File: src/rtl/dilithium_stream_pkg.sv
// Shared definitions for the Dilithium host stream adapters.
//   - stream/counter/occupancy widths
//   - mode and adapter FSM state enums
//   - fixed-part length lookup over (mode, sec_lvl) and a config legality check
package dilithium_stream_pkg;

  localparam int unsigned DATA_W = 64;
  localparam int unsigned CNT_W  = 30;
  localparam int unsigned OCC_W  = 2;

  // The length word L sits one word after the end of the fixed part.
  localparam int unsigned LEN_WORD_IDX = 1;

  typedef enum logic [1:0] {
    MODE_KEYGEN  = 2'd0,
    MODE_VERIFY  = 2'd1,
    MODE_SIGN    = 2'd2,
    MODE_ILLEGAL = 2'd3
  } mode_e;

  typedef enum logic [2:0] {
    ST_IDLE  = 3'd0,
    ST_FIXED = 3'd1,
    ST_LEN   = 3'd2,
    ST_MSG   = 3'd3,
    ST_DRAIN = 3'd4,
    ST_DONE  = 3'd5
  } state_e;

  // Only security levels 2, 3 and 5 exist; mode 3 is reserved.
  function automatic logic cfg_legal(input mode_e m, input logic [2:0] sl);
    logic sl_ok;
    sl_ok = (sl == 3'd2) || (sl == 3'd3) || (sl == 3'd5);
    return sl_ok && (m != MODE_ILLEGAL);
  endfunction

  // Fixed-part length in 64-bit words; 0 for an illegal configuration.
  function automatic logic [CNT_W-1:0] fixed_words(input mode_e m, input logic [2:0] sl);
    logic [CNT_W-1:0] f;
    f = '0;
    unique case (m)
      MODE_KEYGEN: f = CNT_W'(4);
      MODE_VERIFY: begin
        unique case (sl)
          3'd2:    f = CNT_W'(164 + 303);
          3'd3:    f = CNT_W'(244 + 412);
          3'd5:    f = CNT_W'(324 + 575);
          default: f = '0;
        endcase
      end
      MODE_SIGN: begin
        unique case (sl)
          3'd2:    f = CNT_W'(316);
          3'd3:    f = CNT_W'(500);
          3'd5:    f = CNT_W'(608);
          default: f = '0;
        endcase
      end
      default: f = '0;
    endcase
    if (!cfg_legal(m, sl)) f = '0;
    return f;
  endfunction

endpackage

File: src/rtl/skid_buffer.sv
// Two-entry pass-through buffer between the host stream and the core.
//   clk, rst     : clock, async active-high reset (discards contents)
//   in_push      : write in_data this cycle (caller guarantees room)
//   in_data      : beat to store
//   out_ready    : downstream ready
//   out_valid    : registered, head entry present
//   out_data     : registered head entry, stable until consumed
//   occ_next_c   : occupancy after this cycle's push/pop (combinational)
module skid_buffer
  import dilithium_stream_pkg::*;
(
  input  logic              clk,
  input  logic              rst,
  input  logic              in_push,
  input  logic [DATA_W-1:0] in_data,
  input  logic              out_ready,
  output logic              out_valid,
  output logic [DATA_W-1:0] out_data,
  output logic [OCC_W-1:0]  occ_next_c
);

  logic [OCC_W-1:0]  occ_q, occ_d;
  logic [DATA_W-1:0] head_q, head_d;
  logic [DATA_W-1:0] tail_q, tail_d;
  logic              valid_q, valid_d;
  logic              pop;

  // Next occupancy and entry movement; head only changes on pop or when empty.
  always_comb begin
    occ_d  = occ_q;
    head_d = head_q;
    tail_d = tail_q;
    pop    = valid_q && out_ready;
    unique case ({in_push, pop})
      2'b10: begin
        if (occ_q == OCC_W'(0)) head_d = in_data;
        else                    tail_d = in_data;
        occ_d = occ_q + OCC_W'(1);
      end
      2'b01: begin
        head_d = tail_q;
        occ_d  = occ_q - OCC_W'(1);
      end
      2'b11: begin
        if (occ_q == OCC_W'(2)) begin
          head_d = tail_q;
          tail_d = in_data;
        end else begin
          head_d = in_data;
        end
      end
      default: ;
    endcase
    valid_d = (occ_d != OCC_W'(0));
  end

  always_ff @(posedge clk or posedge rst) begin
    if (rst) begin
      occ_q   <= '0;
      head_q  <= '0;
      tail_q  <= '0;
      valid_q <= 1'b0;
    end else begin
      occ_q   <= occ_d;
      head_q  <= head_d;
      tail_q  <= tail_d;
      valid_q <= valid_d;
    end
  end

  assign out_valid  = valid_q;
  assign out_data   = head_q;
  assign occ_next_c = occ_d;

endmodule

File: src/rtl/input_stream_adapter.sv
// Host-to-core input stream adapter with frame length checking.
//   clk, rst            : clock, async active-high reset
//   start, mode, sec_lvl: frame start strobe and configuration (sampled in IDLE)
//   s_valid/s_ready/s_data/s_last : 64-bit host input stream
//   core_valid/core_ready/core_data : stream to combined_top
//   done                : one-cycle pulse at frame completion
//   len_error           : sticky length/config error, cleared by next start
module input_stream_adapter
  import dilithium_stream_pkg::*;
(
  input  logic              clk,
  input  logic              rst,
  input  logic              start,
  input  logic [1:0]        mode,
  input  logic [2:0]        sec_lvl,
  input  logic              s_valid,
  output logic              s_ready,
  input  logic [DATA_W-1:0] s_data,
  input  logic              s_last,
  output logic              core_valid,
  input  logic              core_ready,
  output logic [DATA_W-1:0] core_data,
  output logic              done,
  output logic              len_error
);

  state_e           state_q, state_d, state_nxt;
  mode_e            mode_q, mode_d;
  logic [CNT_W-1:0] cnt_q, cnt_d;
  logic             err_q, err_d;
  logic             done_q, done_d;
  logic             s_ready_q, s_ready_d;

  logic             accept;
  logic             fwd_push;
  logic             is_final;
  logic             len_hi_bad;
  logic [32:0]      len_sum;
  logic [CNT_W-1:0] msg_words;
  logic [OCC_W-1:0] occ_next_c;

  skid_buffer u_skid (
    .clk        (clk),
    .rst        (rst),
    .in_push    (fwd_push),
    .in_data    (s_data),
    .out_ready  (core_ready),
    .out_valid  (core_valid),
    .out_data   (core_data),
    .occ_next_c (occ_next_c)
  );

  // Frame sequencing and per-beat length checks.
  always_comb begin
    state_nxt = state_q;
    mode_d    = mode_q;
    cnt_d     = cnt_q;
    err_d     = err_q;
    fwd_push  = 1'b0;
    accept    = s_valid && s_ready_q;
    len_hi_bad = |s_data[63:32];
    len_sum    = 33'(s_data[31:0]) + 33'd7;
    msg_words  = CNT_W'(len_sum >> 3);
    is_final   = ((state_q == ST_FIXED) && (cnt_q == CNT_W'(1)) && (mode_q == MODE_KEYGEN)) ||
                 ((state_q == ST_LEN)   && (msg_words == '0)) ||
                 ((state_q == ST_MSG)   && (cnt_q == CNT_W'(1)));

    unique case (state_q)
      ST_IDLE: begin
        if (start) begin
          mode_d = mode_e'(mode);
          err_d  = 1'b0;
          if (!cfg_legal(mode_e'(mode), sec_lvl)) begin
            err_d     = 1'b1;
            state_nxt = ST_DRAIN;
          end else begin
            cnt_d     = fixed_words(mode_e'(mode), sec_lvl);
            state_nxt = ST_FIXED;
          end
        end
      end
      ST_FIXED, ST_LEN, ST_MSG: begin
        if (accept) begin
          fwd_push = 1'b1;
          if ((state_q == ST_LEN) && len_hi_bad) begin
            // Oversized L: nothing after it can be trusted.
            err_d     = 1'b1;
            state_nxt = s_last ? ST_DONE : ST_DRAIN;
          end else if (s_last && !is_final) begin
            // Short frame; the core is left waiting, host must reset.
            err_d     = 1'b1;
            state_nxt = ST_DONE;
          end else if (is_final) begin
            state_nxt = ST_DONE;
            if (!s_last) begin
              err_d     = 1'b1;
              state_nxt = ST_DRAIN;
            end
          end else if (state_q == ST_FIXED && cnt_q == CNT_W'(1)) begin
            state_nxt = ST_LEN;
          end else if (state_q == ST_LEN) begin
            cnt_d     = msg_words;
            state_nxt = ST_MSG;
          end else begin
            cnt_d = cnt_q - CNT_W'(1);
          end
        end
      end
      ST_DRAIN: begin
        if (accept && s_last) state_nxt = ST_DONE;
      end
      ST_DONE: ;
      default: state_nxt = ST_IDLE;
    endcase
  end

  // Completion once the buffer runs dry; registered ready from next state/occupancy.
  always_comb begin
    state_d = state_nxt;
    done_d  = 1'b0;
    if ((state_nxt == ST_DONE) && (occ_next_c == OCC_W'(0))) begin
      done_d  = 1'b1;
      state_d = ST_IDLE;
    end
    unique case (state_d)
      ST_FIXED, ST_LEN, ST_MSG: s_ready_d = (occ_next_c < OCC_W'(2));
      ST_DRAIN:                 s_ready_d = 1'b1;
      default:                  s_ready_d = 1'b0;
    endcase
  end

  always_ff @(posedge clk or posedge rst) begin
    if (rst) begin
      state_q   <= ST_IDLE;
      mode_q    <= MODE_KEYGEN;
      cnt_q     <= '0;
      err_q     <= 1'b0;
      done_q    <= 1'b0;
      s_ready_q <= 1'b0;
    end else begin
      state_q   <= state_d;
      mode_q    <= mode_d;
      cnt_q     <= cnt_d;
      err_q     <= err_d;
      done_q    <= done_d;
      s_ready_q <= s_ready_d;
    end
  end

  assign s_ready   = s_ready_q;
  assign done      = done_q;
  assign len_error = err_q;

endmodule

File: config.mk
export PLATFORM = sky130hd
export DESIGN_NAME = input_stream_adapter
export DESIGN_NICKNAME = d
export VERILOG_FILES = /design/src/rtl/dilithium_stream_pkg.sv /design/src/rtl/skid_buffer.sv /design/src/rtl/input_stream_adapter.sv
export SDC_FILE = /design/constraint.sdc
export NUM_CORES = 1
export LEC_CHECK = 0
export BUFFER_PORTS_ARGS = -buffer_cell sky130_fd_sc_hd__buf_2
export CORE_ASPECT_RATIO = 0.75
export CORE_MARGIN = 2
export CORE_UTILIZATION = 45
export DETAILED_ROUTE_END_ITERATION = 6
export PLACE_DENSITY_LB_ADDON = 0.2
export SLEW_MARGIN = 20
export SYNTH_ARGS = -nofsm -noshare
export SYNTH_HDL_FRONTEND = slang
export SYNTH_SLANG_ARGS = --single-unit
File: constraint.sdc
create_clock -name clk -period 7.4 [get_ports clk]
set_input_delay 1.48 -clock clk [delete_from_list [all_inputs] [get_ports clk]]
set_output_delay 1.48 -clock clk [all_outputs]
set_load 0.02 [all_outputs]
==> flow_summary.json <==
{
  "status": "complete, no violations",
  "fin_skew_ns": 0.0102,
  "post-route-min-period_ns": 4.37,
  "syn-instance-count": 939,
  "clock-root-buffer": "clkbuf_16",
  "first_global_vias": 7060,
  "multi_input_area_um2": 4540,
  "arrival_ns": 4.69,
  "hpwlAfterDp_um": 17000,
  "antenna_left": 0,
  "numPortBuffers": 142,
  "drt_iter0_markers": 811,
  "final_nets": 1123,
  "final_common_cell": "dfrtp_1",
  "hold_buffers": 0,
  "async_reset_ff_frac": 1.00,
  "cts_buffers": 17,
  "fin_ws_ns": 3.03,
  "setup_viol": 0,
  "cts_buffer_depth": 2,
  "critPathCaptureType": "register",
  "ys_types": 71,
  "ys_seq_elements": 169,
  "yosysSeqAreaShare": 0.467,
  "crit_required_ns": 7.71,
  "final_cell_mix": "dfrtp_1 (169), buf_2 (142), nor2_1 (107)",
  "ys_warn_count": 0,
  "detail_route.wl_per_cell_um": 18.9,
  "num_antenna_cells": 0,
  "final_util": 0.539,
  "rsz0062_at_grt": "no",
  "routed_via_density": 5.87,
  "synthToLayoutAreaGrowth_pct": 16.3,
  "post-place-ws_ns": 2.66,
  "grt_pass1_wl_um": 39600,
  "io_pins": 143,
  "path_clk_slew_ns": 0.07,
  "tritoncts": "yes",
  "clk_latency_ns": 0.43,
  "worstSetupPathType": "in2reg",
  "startpoint_type": "primary input",
  "p_leak_nw": 4.54,
  "dr_total_vias": 7683,
  "numPlacedInstances": 1276,
  "design_area_um2": 10500,
  "rows": 44,
  "tns_ns": 0,
  "fin_crit_sh": 0.591,
  "slew_headroom": 0.339,
  "drv_slew": 0,
  "power_density_nw_per_um2": 384,
  "grt_overflow": 0,
  "total_power_mw": 4.05,
  "instances_no_fill": 1308,
  "synth_nets": 1020,
  "gp_congestion": 0.885,
  "grt_max_degree": 101,
  "synthFlopType": "dfrtp_1",
  "seq_area_um2": 4230,
  "max_freq_mhz": 229,
  "antenna_found_initial": 1,
  "crit_fanout": 26,
  "start_util": 0.464,
  "hp-class": "reg2reg",
  "cts_sinks": 169,
  "cts_resized": 0,
  "hold_viol_final": 0,
  "worst_ir_drop_vdd_v": 0.000245,
  "die_area_um2": 21300,
  "layout-drive-gt1-share": 0.271,
  "netlist_area_um2": 9060,
  "holdWs_ns": 0.496,
  "die_x_um": 168,
  "synth_edf_count": 0,
  "cts_setup_buffers": 0,
  "cts-htree-levels": 4,
  "drcViolationCount": 0,
  "die_h_um": 127,
  "avgSynthCellArea_um2": 9.65,
  "routed_wl_um": 24700,
  "gr-usage-all-layers": 0.236,
  "placed_cell_area_um2": 9920,
  "worst_pin_slew_ns": 0.988,
  "core_um2": 19500,
  "first_pass_iters": 5,
  "maxCapViolCount": 0,
  "fillCellCount": 1791
}
==> synth_stat cells, types with 3 or more instances <==
| library cell | n | area [um2] |
|---|---|---|
| nor4_1 | 20 | 125 |
| o21ai_0 | 34 | 170 |
| nand3_1 | 30 | 150 |
| and3_1 | 6 | 37.5 |
| o2bb2ai_1 | 6 | 52.6 |
| a31oi_1 | 11 | 68.8 |
| or2_2 | 7 | 43.8 |
| a22o_1 | 10 | 87.6 |
| buf_2 | 12 | 60.1 |
| and2_1 | 4 | 25.0 |
| mux2_2 | 70 | 788 |
| mux2i_1 | 5 | 50.1 |
| xor2_1 | 15 | 131 |
| inv_1 | 13 | 48.8 |
| a21oi_1 | 92 | 460 |
| dfrtp_1 | 169 | 4230 |
| or2_1 | 3 | 18.8 |
| or3_1 | 9 | 56.3 |
| o22ai_1 | 4 | 25.0 |
| nor2_1 | 108 | 405 |
| o211ai_1 | 7 | 52.6 |
| nor2b_1 | 5 | 31.3 |
| nand4_1 | 8 | 50.1 |
| or4_1 | 5 | 37.5 |
| nand3b_1 | 3 | 22.5 |
| a211oi_1 | 5 | 37.5 |
| nor3_1 | 21 | 105 |
| xnor2_1 | 24 | 210 |
| buf_1 | 5 | 18.8 |
| ha_1 | 6 | 75.1 |
| a22oi_1 | 65 | 488 |
| clkbuf_1 | 46 | 173 |
| nand2_1 | 58 | 218 |
| a221o_1 | 3 | 30.0 |
==> power by group <==
part | total [mW] | switching [mW] | internal, mW
Clock | 0.946 | 0.403 | 0.543
Sequential | 1.59 | 0.253 | 1.33
Combinational | 1.51 | 0.914 | 0.598
Total | 4.05 | 1.57 | 2.47
==> layer usage <==
metal	share of wire	wire length (um)	vias to the layer above	GRT usage
met5	0.00073	18	-	0
met4	0.017	417	2	0.0696
met3	0.076	1870	32	0.0512
met2	0.41	10200	317	0.316
met1	0.49	12200	3694	0.375
li1	-	-	3638	-
==> worst paths after layout <==
kind | cells after the start | slack, ns | end | start
max in group asynchronous | 3 | 4.98 | s_ready | rst
hold reg to reg | 1 | 0.50 | cnt_q[28] | cnt_q[28]
setup / recovery | 11 | 3.03 | cnt_q[5] | s_data[6]
hold / removal | 1 | 0.50 | cnt_q[28] | cnt_q[28]
setup reg to reg | 8 | 3.24 | u_skid.out_data[26] | state_q[0]
min in group asynchronous | 2 | 1.20 | u_skid.out_data[38] | rst
==> kinds of logic after synthesis <==
family / count (synthesis) / share of synthesized area
adders and majority gates: 6 / 0.00828
AOI/OAI and AO/OA: 267 / 0.194
muxes: 75 / 0.0925
DFF: 169 / 0.467
xor gates and xnor gates: 39 / 0.0377
buffers and inverters: 80 / 0.0366
and+or+nand+nor: 303 / 0.164
==> critical path: stages <==
cell	delay (ns)
buf_2	0.16
nand4_1	0.27
nor2_1	0.64
nand2_1	0.27
nor2_1	0.28
o2111ai_2	0.18
nor4b_4	0.38
o22ai_2	0.12
buf_4	0.24
nand2_2	0.28
mux2_2	0.37
==> area by class of cell <==
cell class | instances | share of cell area
Multi-Input combinational cell | 690 | 0.431
Tap cell | 253 | 0.0300
Inverter | 13 | 0.00510
Clock inverter | 13 | 0.0173
Timing Repair Buffer | 151 | 0.0742
Clock buffer | 19 | 0.0411
Sequential cell | 169 | 0.401
==> registers in the layout (all words and copies together) (netlist names) <==
register          cells
done                  1
u_skid.occ_q          2
state_q               3
len_error             1
u_skid.tail_q        64
cnt_q                30
u_skid.out_data      64
mode_q                2
s_ready               1
u_skid.out_valid      1
No activity file was read; power rests on OpenSTA's default activity.
